===== config.mk =====
export PLATFORM = sky130hd
export DESIGN_NAME = simd_seq_ctrl
export DESIGN_NICKNAME = d
export VERILOG_FILES = /design/src/rtl/simd_seq_ctrl.sv
export SDC_FILE = /design/constraint.sdc
export NUM_CORES = 1
export LEC_CHECK = 0
export CAP_MARGIN = 20
export CORE_ASPECT_RATIO = 2
export CORE_UTILIZATION = 58
export CTS_CLUSTER_SIZE = 28
export DETAILED_ROUTE_END_ITERATION = 12
export PLACE_DENSITY = 0.86
export SLEW_MARGIN = 10
export SYNTH_ARGS = -nofsm -noshare
export SYNTH_HDL_FRONTEND = slang
export SYNTH_SLANG_ARGS = --single-unit

===== constraint.sdc =====
create_clock -name clk -period 5 [get_ports clk]
set_input_delay 0.5 -clock clk [delete_from_list [all_inputs] [get_ports clk]]
set_output_delay 0.5 -clock clk [all_outputs]
set_load 0.005 [all_outputs]

===== src/rtl/simd_seq_ctrl.sv =====
// ---------------------------------------------------------------------------
// simd_seq_ctrl
//   Run-level sequencer between the host interface and the SIMD instruction
//   decoder. A host start request walks the block through
//   IDLE -> CLEAR -> RUN -> DRAIN -> DONE -> IDLE:
//     CLEAR  holds the decoder in reset for two cycles (PC back to zero),
//     RUN    releases the decoder and paces issue with a one-cycle half_clk
//            strobe every ISSUE_PERIOD cycles, frozen while ext_stall is high,
//     DRAIN  lets the last instruction write back for DRAIN_CYCLES cycles,
//     DONE   pulses done for one cycle with the completion status.
//   Host handshake: start is a level sampled only in IDLE (never queued);
//   done is a single-cycle pulse, and status/cycle_count/instr_count stay
//   valid from that pulse until the next accepted start.
//
// Ports
//   clk, rst        clock, asynchronous active-high reset
//   start, abort    host run request / host abort
//   prog_len        instructions to issue (0 = run until ins_done_in)
//   ext_stall       downstream busy, freezes the issue phase
//   ins_done_in     decoder end-of-program flag (NOP or PC at max)
//   dec_rstn        decoder synchronous reset, active-low
//   half_clk        one-cycle issue strobe to the decoder
//   stall           stall to decoder/datapath
//   ins_valid       decoder PC wrap permission (held low)
//   busy            high from leaving IDLE until DONE exits
//   done            one-cycle completion pulse
//   status          00 len reached, 01 ins_done, 10 timeout, 11 abort
//   cycle_count     clk cycles in RUN+DRAIN, saturating
//   instr_count     half_clk strobes issued this run, saturating
//   dbg_state       current FSM state encoding
// ---------------------------------------------------------------------------
module simd_seq_ctrl #(
  parameter int INS_ADDR_WIDTH = 10,
  parameter int ISSUE_PERIOD   = 2,
  parameter int DRAIN_CYCLES   = 3,
  parameter int CNT_WIDTH      = 32,
  parameter int MAX_CYCLES     = 1 << 20
) (
  input  logic                      clk,
  input  logic                      rst,
  input  logic                      start,
  input  logic                      abort,
  input  logic [INS_ADDR_WIDTH-1:0] prog_len,
  input  logic                      ext_stall,
  input  logic                      ins_done_in,
  output logic                      dec_rstn,
  output logic                      half_clk,
  output logic                      stall,
  output logic                      ins_valid,
  output logic                      busy,
  output logic                      done,
  output logic [1:0]                status,
  output logic [CNT_WIDTH-1:0]      cycle_count,
  output logic [CNT_WIDTH-1:0]      instr_count,
  output logic [2:0]                dbg_state
);

  typedef enum logic [2:0] {
    S_IDLE  = 3'd0,
    S_CLEAR = 3'd1,
    S_RUN   = 3'd2,
    S_DRAIN = 3'd3,
    S_DONE  = 3'd4
  } state_t;

  localparam logic [1:0] ST_LEN   = 2'b00;
  localparam logic [1:0] ST_INS   = 2'b01;
  localparam logic [1:0] ST_TOUT  = 2'b10;
  localparam logic [1:0] ST_ABORT = 2'b11;

  localparam int PH_W = (ISSUE_PERIOD > 1) ? $clog2(ISSUE_PERIOD) : 1;
  localparam int DR_W = (DRAIN_CYCLES > 1) ? $clog2(DRAIN_CYCLES) : 1;
  localparam int PAD  = CNT_WIDTH + 1 - INS_ADDR_WIDTH;

  localparam logic [PH_W-1:0]      PH_LAST  = PH_W'(ISSUE_PERIOD - 1);
  localparam logic [DR_W-1:0]      DR_LAST  = DR_W'(DRAIN_CYCLES - 1);
  localparam logic [CNT_WIDTH-1:0] TO_LAST  = CNT_WIDTH'(MAX_CYCLES - 1);
  localparam bit                   TO_EN    = (MAX_CYCLES != 0);
  // With no drain configured a terminating strobe goes straight to DONE.
  localparam state_t               TERM_NXT = (DRAIN_CYCLES == 0) ? S_DONE : S_DRAIN;

  state_t                    r_state;
  state_t                    w_next;
  logic [INS_ADDR_WIDTH-1:0] r_prog_len;
  logic [PH_W-1:0]           r_phase;
  logic                      r_warm;
  logic                      r_clr_cnt;
  logic [DR_W-1:0]           r_drain_cnt;
  logic [1:0]                r_status;
  logic [1:0]                w_next_status;
  logic [CNT_WIDTH-1:0]      r_cycle_count;
  logic [CNT_WIDTH-1:0]      r_instr_count;

  logic                      w_strobe;
  logic                      w_len_hit;
  logic                      w_timeout;
  logic [CNT_WIDTH:0]        w_instr_p1;
  logic [CNT_WIDTH:0]        w_len_ext;

  // The first RUN cycle is a warm-up cycle in which the phase does not move,
  // so the first strobe lands ISSUE_PERIOD cycles after RUN is entered and
  // the decoder has seen dec_rstn high for that long before its first issue.
  assign w_strobe   = (r_state == S_RUN) && !r_warm && (r_phase == PH_LAST) && !ext_stall;
  assign w_instr_p1 = {1'b0, r_instr_count} + {{CNT_WIDTH{1'b0}}, 1'b1};
  assign w_len_ext  = {{PAD{1'b0}}, r_prog_len};
  assign w_len_hit  = (r_prog_len != '0) && (w_instr_p1 == w_len_ext);
  // Fires on the RUN cycle that brings cycle_count up to MAX_CYCLES.
  assign w_timeout  = TO_EN && (r_cycle_count >= TO_LAST);

  // Next-state and status. Priority inside RUN: abort, then program end
  // (ins_done_in over length), then timeout.
  always_comb begin
    w_next        = r_state;
    w_next_status = r_status;
    case (r_state)
      S_IDLE: begin
        if (start) begin
          w_next        = S_CLEAR;
          w_next_status = ST_LEN;
        end
      end
      S_CLEAR: begin
        if (abort) begin
          w_next        = S_DONE;
          w_next_status = ST_ABORT;
        end else if (r_clr_cnt) begin
          w_next = S_RUN;
        end
      end
      S_RUN: begin
        if (abort) begin
          w_next        = S_DONE;
          w_next_status = ST_ABORT;
        end else if (w_strobe && ins_done_in) begin
          w_next        = TERM_NXT;
          w_next_status = ST_INS;
        end else if (w_strobe && w_len_hit) begin
          w_next        = TERM_NXT;
          w_next_status = ST_LEN;
        end else if (w_timeout) begin
          w_next        = S_DONE;
          w_next_status = ST_TOUT;
        end
      end
      S_DRAIN: begin
        if (abort) begin
          w_next        = S_DONE;
          w_next_status = ST_ABORT;
        end else if (r_drain_cnt == DR_LAST) begin
          w_next = S_DONE;
        end
      end
      S_DONE:  w_next = S_IDLE;
      default: w_next = S_IDLE;
    endcase
  end

  // Per-state outputs.
  always_comb begin
    dec_rstn = 1'b0;
    stall    = 1'b1;
    busy     = 1'b1;
    done     = 1'b0;
    case (r_state)
      S_IDLE:  busy = 1'b0;
      S_CLEAR: ;
      S_RUN: begin
        dec_rstn = 1'b1;
        stall    = ext_stall;
      end
      S_DRAIN: begin
        dec_rstn = 1'b1;
        stall    = 1'b0;
      end
      S_DONE: begin
        dec_rstn = 1'b1;
        done     = 1'b1;
      end
      default: busy = 1'b0;
    endcase
  end

  always_ff @(posedge clk or posedge rst) begin
    if (rst) begin
      r_state       <= S_IDLE;
      r_prog_len    <= '0;
      r_phase       <= '0;
      r_warm        <= 1'b1;
      r_clr_cnt     <= 1'b0;
      r_drain_cnt   <= '0;
      r_status      <= ST_LEN;
      r_cycle_count <= '0;
      r_instr_count <= '0;
    end else begin
      r_state  <= w_next;
      r_status <= w_next_status;

      // Previous run's statistics stay visible until the next start edge.
      if (r_state == S_IDLE && start) begin
        r_prog_len    <= prog_len;
        r_cycle_count <= '0;
        r_instr_count <= '0;
      end else begin
        if ((r_state == S_RUN || r_state == S_DRAIN) && !(&r_cycle_count))
          r_cycle_count <= r_cycle_count + 1'b1;
        if (w_strobe && !(&r_instr_count))
          r_instr_count <= r_instr_count + 1'b1;
      end

      r_clr_cnt   <= (r_state == S_CLEAR) ? ~r_clr_cnt : 1'b0;
      r_drain_cnt <= (r_state == S_DRAIN) ? r_drain_cnt + 1'b1 : '0;

      // Phase is frozen (not reset) by ext_stall so no strobe is lost or
      // doubled across a stall.
      if (r_state != S_RUN) begin
        r_phase <= '0;
        r_warm  <= 1'b1;
      end else if (r_warm) begin
        r_warm <= 1'b0;
      end else if (!ext_stall) begin
        r_phase <= (r_phase == PH_LAST) ? '0 : r_phase + 1'b1;
      end
    end
  end

  assign half_clk    = w_strobe;
  // The decoder PC saturates at its maximum instead of wrapping mid-run.
  assign ins_valid   = 1'b0;
  assign status      = r_status;
  assign cycle_count = r_cycle_count;
  assign instr_count = r_instr_count;
  assign dbg_state   = r_state;

endmodule


==> impl_metrics.ini, run 1 <==
[finish]
design_area_um2 = 6314
area_delta_synth_final_pct = 23.28
final_common_cell = clkdlybuf4s50_1
fin_util_pct = 73.51
antenna_cells = 0
fin_nets = 699
drive_above_1_share_pct = 5.263
layout_common_cells = 89 x clkdlybuf4s50_1, 84 x nand2_1, 83 x dfrtp_1

[logic_synthesis]
synth_cell_type_count = 61
syn_area_per_cell_um2 = 8.354
ys.flop_type = dfrtp_1
synth-edff-count = 0
netlist_area_um2 = 5121
postSynthNetCount = 632
ys_warn_count = 0
ys_ff_latch = 84
syn_inst = 613
synthArstFlopShare_pct = 100.0
ys_seq_area_share_pct = 41.07

[sta]
period_share_pct = 71.36
setup_ws_ns = 1.432
rsz0062_at_grt = no
report.final.setup_viol = 0
max_clock_freq_mhz = 280.3
slew_violations = 0
finalHoldViolCount = 0
skew_ns = 0.005906
fin_crit_ns = 3.568
relSlewSlack_pct = 29.31
worstMarginPinSlew_ns = 1.059
fin_setup_tns_ns = 0

[floorplan]
ios = 91
fp.coreArea_um2 = 8588
die_area_um2 = 9232
dieWidth_um = 68.45
start_util_pct = 59.63
dieHeight_um = 134.9
fp-row-count = 48

[detailed_routing]
postRouteAntennaNets = 0
post-route-drc-count = 0
via_per_inst = 6.390
num_vias = 5010
drt-pass1-iter-count = 5
drt_iter0_drc = 489
wire_per_inst_um = 18.61
wirelength_um = 14590

[clock_network]
cts.reportedPaths.clkPinSlew_ns = 0.06
cts_root_buf = clkbuf_16
post_cts_buffers = 0
cts_max_path_buffers = 2
clkLatencyLatePin_ns = 0.34
cts_tree = built
cts.sinks = 84
cts_buffers = 9
cts_max_level = 3
post_cts_resized = 0
postCtsHoldBufs = 0

[global_routing]
grt_pass1_vias = 4900
grt_usage_pct = 35.17
grt_overflow = 0
antenna_found_initial = 0
grt_pass1_wl_um = 24120
grt_max_degree = 44

[pwr]
powerDensity_nw_per_um2 = 330.1
ir_worst_vdd_mv = 0.2766
sw_frac_of_total_pct = 31.72
power.internal_uw = 1423
switchingPower_uw = 661.0
total_power_uw = 2084
pwr-share-seq_pct = 41.0
clkPwrFrac_pct = 34.2
leakage_uw = 0.002518
comb_power_share_pct = 24.8

[placement]
numPortBuffers = 89
gp_congestion = 1.016
pre_cts_slack_ns = 1.564
dpl_cell_area_um2 = 5997
dpl.hpwl_um = 10190

[setup_path]
end_kind = register
path_class = register to register
critPathMaxFanout = 24
worstPathArrival_ns = 3.80
cp_cell_sequence = ha_1 > nand4_1 > nor4_4 > nand3_1 > o21a_1 > nor2_2 > o21ai_1 > o31ai_1
max_stage_delay_ns = 0.89
required_ns = 5.23
crit_slowest_cell = nor2_2
startpoint_type = register

[min_path]
hp-class = register to register

[job]
cap_violations = 0

[run_status]
status = finished, final reports clean
-- worst max-delay path, delay by kind of cell (launching register included) --
| family | cells | cell delay [ns] |
|---|---|---|
| flops | 1 | 0.47 |
| simple gates | 4 | 1.83 |
| compound gates | 3 | 0.80 |
| fa+ha+maj | 1 | 0.36 |
-- cell usage after synthesis, types with 3 or more instances --
library cell	count	area share, %
mux2i_1	3	0.59
a31oi_1	5	0.61
nand3_1	36	3.5
o211ai_1	5	0.73
nor4_1	11	1.3
nand4_1	27	3.3
xnor2_1	39	6.7
o21ai_1	13	1.3
clkbuf_1	16	1.2
inv_1	12	0.88
or3_1	6	0.73
xor2_1	15	2.6
nand3b_1	3	0.44
a211o_1	3	0.51
and2_1	4	0.49
a21oi_1	16	1.6
and3_1	8	0.98
o31ai_1	15	2.2
nor3_1	24	2.3
nor2_1	73	5.4
o21ai_0	38	3.7
ha_1	3	0.73
and2_0	3	0.37
dfrtp_1	83	41
buf_2	16	1.6
buf_4	5	0.73
and4_1	6	1.0
nand2_1	84	6.2
-- path summary, 6_finish.rpt --
| kind | endpoint | startpoint | depth (start not counted) | slack [ns] |
|---|---|---|---|---|
| min in group asynchronous | cycle_count[18] | rst | 2 | 0.59 |
| max in group asynchronous | instr_count[15] | rst | 3 | 3.40 |
| hold / removal | r_clr_cnt | r_clr_cnt | 1 | 0.42 |
| hold reg to reg | r_clr_cnt | r_clr_cnt | 1 | 0.42 |
| setup / recovery | instr_count[7] | instr_count[0] | 8 | 1.43 |
| setup reg to reg | instr_count[7] | instr_count[0] | 8 | 1.43 |
-- power groups by stage --
stage / Combinational, uW / Clock [uW] / Sequential, uW
CTS: 513 / 722 / 850
global placement: 493 / 0 / 859
global route: 573 / 749 / 863
finish: 517 / 713 / 854
detailed placement: 504 / 0 / 861
floorplan: 346 / 0 / 822
-- layer usage --
metal / vias to the layer above / track usage, % / share of wire [%]
li1: 2310 / - / -
met1: 2437 / 38.99 / 36
met2: 209 / 57.95 / 53
met3: 54 / 9.206 / 5.9
met4: 0 / 20.83 / 4.8
met5: - / 0 / 0
-- registers in the layout, indices dropped and copies added, names as in the netlist --
register     flops
cycle_count     32
r_phase          1
r_drain_cnt      2
status           2
r_warm           1
instr_count     32
r_prog_len      10
dbg_state        3
r_clr_cnt        1
-- metrics by stage --
stage,cells,hold slack (ns)
2_1_floorplan,613,0.3954
3_3_place_gp,769,0.4091
3_5_place_dp,769,0.4093
4_1_cts,784,0.4196
5_1_grt,784,0.4317
6_report,784,0.4210
-- final cells by class --
cell class                 count  area, um^2
multi-input combinational    480        2801
fill                         632        2275
sequential                    84        2103
timing repair buffer          93       920.9
clock buffer                  11       242.7
tap                          100       125.1
clock inverter                 4       73.82
inverter                      12       46.29
-- cell families after synthesis --
logic type / count (synthesis) / synth area share (%)
simple gates: 304 / 30.03
compound gates: 115 / 13.93
flops: 84 / 41.07
xor+xnor: 54 / 9.235
buf+inv: 49 / 4.349
fa+ha+maj: 3 / 0.7330
mux: 3 / 0.5864
other cells: 1 / 0.07323
Note: power is estimated with default switching activity, not from simulation.
==> run 2, diff against run 1 <==
--- a/config.mk
+++ b/config.mk
@@ -7,10 +7,10 @@
 export LEC_CHECK = 0
 export CAP_MARGIN = 20
 export CORE_ASPECT_RATIO = 2
-export CORE_UTILIZATION = 58
+export CORE_UTILIZATION = 53
 export CTS_CLUSTER_SIZE = 28
 export DETAILED_ROUTE_END_ITERATION = 12
-export PLACE_DENSITY = 0.86
+export PLACE_DENSITY = 0.79
 export SLEW_MARGIN = 10
 export SYNTH_ARGS = -nofsm -noshare
 export SYNTH_HDL_FRONTEND = slang
==> constraint.sdc (replaced) <==
create_clock -name clk -period 3.45 [get_ports clk]
set_input_delay 0.345 -clock clk [delete_from_list [all_inputs] [get_ports clk]]
set_output_delay 0.345 -clock clk [all_outputs]
set_load 0.005 [all_outputs]
==> run 2 against run 1 <==
Effect of this change:
- hold slack improved by 0.0074 ns
- combinational power up 47%
- global-route usage is 4.3 points lower
- die area increased by 9.2%
- via count up 0.92%
- clock skew grew 0.00094 ns
==> impl_metrics.ini, run 2 (same netlist as run 1, synthesis figures left out) <==
[run_status]
status = finished, final reports clean

[setup_path]
critPathMaxFanout = 17
required_ns = 3.71
startpoint_type = register
end_kind = register
path_class = register to register
worstPathArrival_ns = 3.27

[pwr]
leakage_uw = 0.002560
ir_worst_vdd_mv = 0.4248
clkPwrFrac_pct = 34.9
sw_frac_of_total_pct = 32.36
switchingPower_uw = 993.0
pwr-share-seq_pct = 40.3
powerDensity_nw_per_um2 = 479.7
power.internal_uw = 2075
comb_power_share_pct = 24.7

[clock_network]
cts_max_level = 3
post_cts_resized = 0
cts_max_path_buffers = 2
cts.reportedPaths.clkPinSlew_ns = 0.07
postCtsHoldBufs = 0
cts_root_buf = clkbuf_16
post_cts_buffers = 0
clkLatencyLatePin_ns = 0.34
cts.sinks = 84
cts_buffers = 9
cts_tree = built

[job]
cap_violations = 0

[placement]
dp_cells = 782
numPortBuffers = 89
gp_congestion = 0.9191
dpl_cell_area_um2 = 6070
dpl.hpwl_um = 10480

[finish]
final_common_cell = clkdlybuf4s50_1
antenna_cells = 0
fin_util_pct = 68.16
fin_cells = 798
area_delta_synth_final_pct = 24.90
fin_nets = 708
design_area_um2 = 6396
layout_common_cells = 89 x clkdlybuf4s50_1, 84 x nand2_1, 83 x dfrtp_1
drive_above_1_share_pct = 6.628
nFillCells = 780

[sta]
skew_ns = 0.006846
relSlewSlack_pct = 35.85
report.final.setup_viol = 0
fin_crit_ns = 3.013
rsz0062_at_grt = no
finalHoldViolCount = 0
slew_violations = 0
max_clock_freq_mhz = 331.9
worstMarginPinSlew_ns = 0.9594
period_share_pct = 87.33
fin_setup_tns_ns = 0

[global_routing]
antenna_found_initial = 0
grt_pass1_vias = 5028
grt_usage_pct = 30.83
grt_max_degree = 49
grt_pass1_wl_um = 24330
grt_overflow = 0

[floorplan]
dieWidth_um = 71.51
dieHeight_um = 141.0
fp.coreArea_um2 = 9384
die_area_um2 = 10080
fp-row-count = 50
ios = 91
start_util_pct = 54.57

[detailed_routing]
post-route-drc-count = 0
wirelength_um = 14710
drt-pass1-iter-count = 8
drt_iter0_drc = 447
via_per_inst = 6.336
num_vias = 5056
postRouteAntennaNets = 0
wire_per_inst_um = 18.43

[min_path]
hp-class = register to register
[run 2: final cells by class]
| type | instances | area [um^2] | area share (%) |
|---|---|---|---|
| clock buffer | 11 | 242.7 | 3.795 |
| inverter | 12 | 46.29 | 0.7238 |
| multi-input combinational | 480 | 2801 | 43.80 |
| timing repair buffer | 102 | 988.4 | 15.45 |
| clock inverter | 5 | 83.83 | 1.311 |
| sequential | 84 | 2103 | 32.88 |
| tap | 104 | 130.1 | 2.034 |
[run 2: power by group through the flow]
stage / Clock, uW / Sequential, uW / Combinational, uW
after floorplan: 0 / 1190 / 502
after global placement: 0 / 1250 / 728
after detailed placement: 0 / 1250 / 741
after CTS: 1080 / 1240 / 756
after global routing: 1120 / 1260 / 834
final: 1070 / 1240 / 759
[run 2: final timing paths]
path                       depth (start not counted)  slack [ns]               to            from
setup / recovery                                   9        0.44  instr_count[17]  instr_count[0]
hold / removal                                     1        0.43        r_clr_cnt       r_clr_cnt
setup reg to reg                                   9        0.44  instr_count[17]  instr_count[0]
hold reg to reg                                    1        0.43        r_clr_cnt       r_clr_cnt
max in group asynchronous                          3        2.22  instr_count[21]             rst
min in group asynchronous                          2        0.47  cycle_count[23]             rst
[run 2: routing by layer]
layer,share of wire (%),routed length [um],GRT usage (%)
met5,0,0,0
met4,4.8,712,17.23
met3,5.1,754,4.217
met2,53,7838,55.89
met1,37,5402,33.75
[run 2: per-stage QoR]
| step | setup slack, ns | hold WS [ns] | power (uW) |
|---|---|---|---|
| after CTS | 0.5013 | 0.4251 | 3072 |
| after detailed placement | 0.5128 | 0.4151 | 1994 |
| after global routing | 0.1062 | 0.4493 | 3212 |
| final | 0.4369 | 0.4285 | 3068 |
| after global placement | 0.6522 | 0.4095 | 1977 |
| after floorplan | 0.9415 | 0.3954 | 1692 |
[run 2: worst max-delay path, cell delays in order (launching register included)]
cell and delay (ns):
dfrtp_1 0.48, ha_1 0.36, nand4_1 0.26, nor4_4 0.23, nand3_1 0.22, o21a_1 0.47
nor2_2 0.37, buf_4 0.31, a21oi_1 0.06, o21ai_0 0.17
==> run 3, diff against run 2 <==
--- a/config.mk
+++ b/config.mk
@@ -5,8 +5,8 @@
 export SDC_FILE = /design/constraint.sdc
 export NUM_CORES = 1
 export LEC_CHECK = 0
-export CAP_MARGIN = 20
 export CORE_ASPECT_RATIO = 2
+export CORE_MARGIN = 3
 export CORE_UTILIZATION = 53
 export CTS_CLUSTER_SIZE = 28
 export DETAILED_ROUTE_END_ITERATION = 12
==> run 3 against run 2 <==
Effect of this change:
- fmax down 4.0%
- sequential power about the same
- combinational power up 4.3%
- core utilization down 0.39 points
- critical endpoint is now instr_count[8]
- highest routed layer unchanged
- global-route usage down 3.1 points
- first-iteration DRC count down 4.7%
- register-to-register slack worse by 0.12 ns
- final cell count down 0.25%
- largest cell class unchanged
- largest power group unchanged
- die area up 8.6%
- via count down 1.6%
==> impl_metrics.ini, run 3 (same netlist as run 1, synthesis figures left out) <==
[pwr]
powerDensity_nw_per_um2 = 465.6
total_power_uw = 2961
sw_frac_of_total_pct = 32.49
leakage_uw = 0.002548
power.internal_uw = 1999
clkPwrFrac_pct = 32.5
ir_worst_vdd_mv = 0.4928
pwr-share-seq_pct = 40.8
switchingPower_uw = 962.1
comb_power_share_pct = 26.7

[setup_path]
worstRegToRegCells = 9
required_ns = 3.67
path_class = register to register
cp_cell_sequence = ha_1 > nand4_1 > nor4_4 > nand3_1 > o21a_1 > nor2_2 > buf_4 > o21ai_1 > o41ai_1
r2r_slack_ns = 0.31
startpoint_type = register
worst-path-buf-inv = 1
worstPathArrival_ns = 3.36
r2r_end = instr_count[8]
crit_family = simple AND/OR/NAND/NOR gates
crit_start = instr_count[0]
crit_slowest_cell = dfrtp_1
max_stage_delay_ns = 0.47
end_kind = register
critPathMaxFanout = 17
r2r-start = instr_count[0]

[global_routing]
grt_overflow = 0
grt_usage_pct = 27.78
grt_pass1_wl_um = 23870
grt_pass1_vias = 4874
antenna_found_initial = 0
grt_max_degree = 40

[placement]
dpl.hpwl_um = 10600
numPortBuffers = 89
gp_congestion = 1.008

[clock_network]
post_cts_resized = 0
cts_buffers = 9
cts_tree = built
post_cts_buffers = 0
cts_root_buf = clkbuf_16
cts.sinks = 84
cts.reportedPaths.clkPinSlew_ns = 0.06
cts_max_level = 3
postCtsHoldBufs = 0
cts_max_path_buffers = 2
clkLatencyLatePin_ns = 0.34

[finish]
area_delta_synth_final_pct = 24.19
layout_common_cells = 89 x clkdlybuf4s50_1, 84 x nand2_1, 83 x dfrtp_1
antenna_cells = 0
drive_above_1_share_pct = 6.503
final_common_cell = clkdlybuf4s50_1
fin_util_pct = 67.77
fin_nets = 708

[sta]
worstMarginPinSlew_ns = 0.9588
max_clock_freq_mhz = 318.8
relSlewSlack_pct = 35.49
fin_setup_tns_ns = 0
finalHoldViolCount = 0
slew_violations = 0
fin_crit_ns = 3.137
skew_ns = 0.004803
report.final.setup_viol = 0
rsz0062_at_grt = no
period_share_pct = 90.93

[floorplan]
die_area_um2 = 10950
dieWidth_um = 75.51
fp-row-count = 50
ios = 91
start_util_pct = 54.57
dieHeight_um = 145.0
fp.coreArea_um2 = 9384

[min_path]
hp-class = input port to asynchronous set/reset pin

[detailed_routing]
num_vias = 4976
drt_iter0_drc = 426
drt-pass1-iter-count = 5
post-route-drc-count = 0
wirelength_um = 14480
via_per_inst = 6.251
wire_per_inst_um = 18.19
postRouteAntennaNets = 0

[run_status]
status = finished, final reports clean

[job]
cap_violations = 0
## run 3: cell count changes in the layout (fill, tap and decap cells not counted)
cell        delta
clkinv_4       +1
bufinv_16      -1
clkinvlp_4     -1
clkbuf_1       -1
clkinv_2       +1
inv_6          -1
## run 3: power groups by stage
| stage | registers [uW] | logic [uW] | clock network [uW] |
|---|---|---|---|
| 2_1_floorplan | 1190 | 502 | 0 |
| 3_3_place_gp | 1220 | 763 | 0 |
| 3_5_place_dp | 1220 | 785 | 0 |
| 4_1_cts | 1210 | 791 | 974 |
| 5_1_grt | 1220 | 879 | 1020 |
| 6_report | 1210 | 792 | 962 |
## run 3: metal layers
layer / global-route usage [%] / share of wire, % / vias to the layer above
met5: 0 / 0 / -
met4: 13.57 / 4.0 / 0
met3: 5.132 / 5.4 / 45
met2: 46.10 / 53 / 232
met1: 33.14 / 38 / 2382
li1: - / - / 2317
## run 3: worst max path at each step
| stage | end | slack, ns | cells after the start |
|---|---|---|---|
| 3_5_place_dp | instr_count[17] | 0.40 | 9 |
| 6_report | instr_count[8] | 0.31 | 9 |
| 4_1_cts | instr_count[17] | 0.38 | 9 |
| 2_1_floorplan | cycle_count[0] | 0.94 | 1 |
| 3_3_place_gp | instr_count[9] | 0.58 | 9 |
| 5_1_grt | instr_count[9] | 0.001 | 9 |
## run 3: cell type report
type	instances	area (um^2)
fill	792	3024
inverter	12	46.29
timing repair buffer	102	988.4
sequential	84	2103
clock inverter	4	51.30
clock buffer	10	239.0
tap	104	130.1
multi-input combinational	480	2801
## run 3: metrics by stage
stage          worst slack [ns]  instance area, um^2  hold WS [ns]  std cells
5_1_grt               0.0009830                 6360        0.3618        796
3_5_place_dp             0.4029                 6070        0.4173        782
4_1_cts                  0.3761                 6360        0.3268        796
6_report                 0.3130                 6360        0.3212        796
3_3_place_gp             0.5779                 6070        0.4093        782
2_1_floorplan            0.9415                 5121        0.3954        613
## run 3: worst reg2reg max path, cell delays in order, from the launching register on
cell and delay (ns):
dfrtp_1 0.47, ha_1 0.35, nand4_1 0.24, nor4_4 0.42, nand3_1 0.27, o21a_1 0.46, nor2_2 0.32, buf_4 0.29
o21ai_1 0.12, o41ai_1 0.08
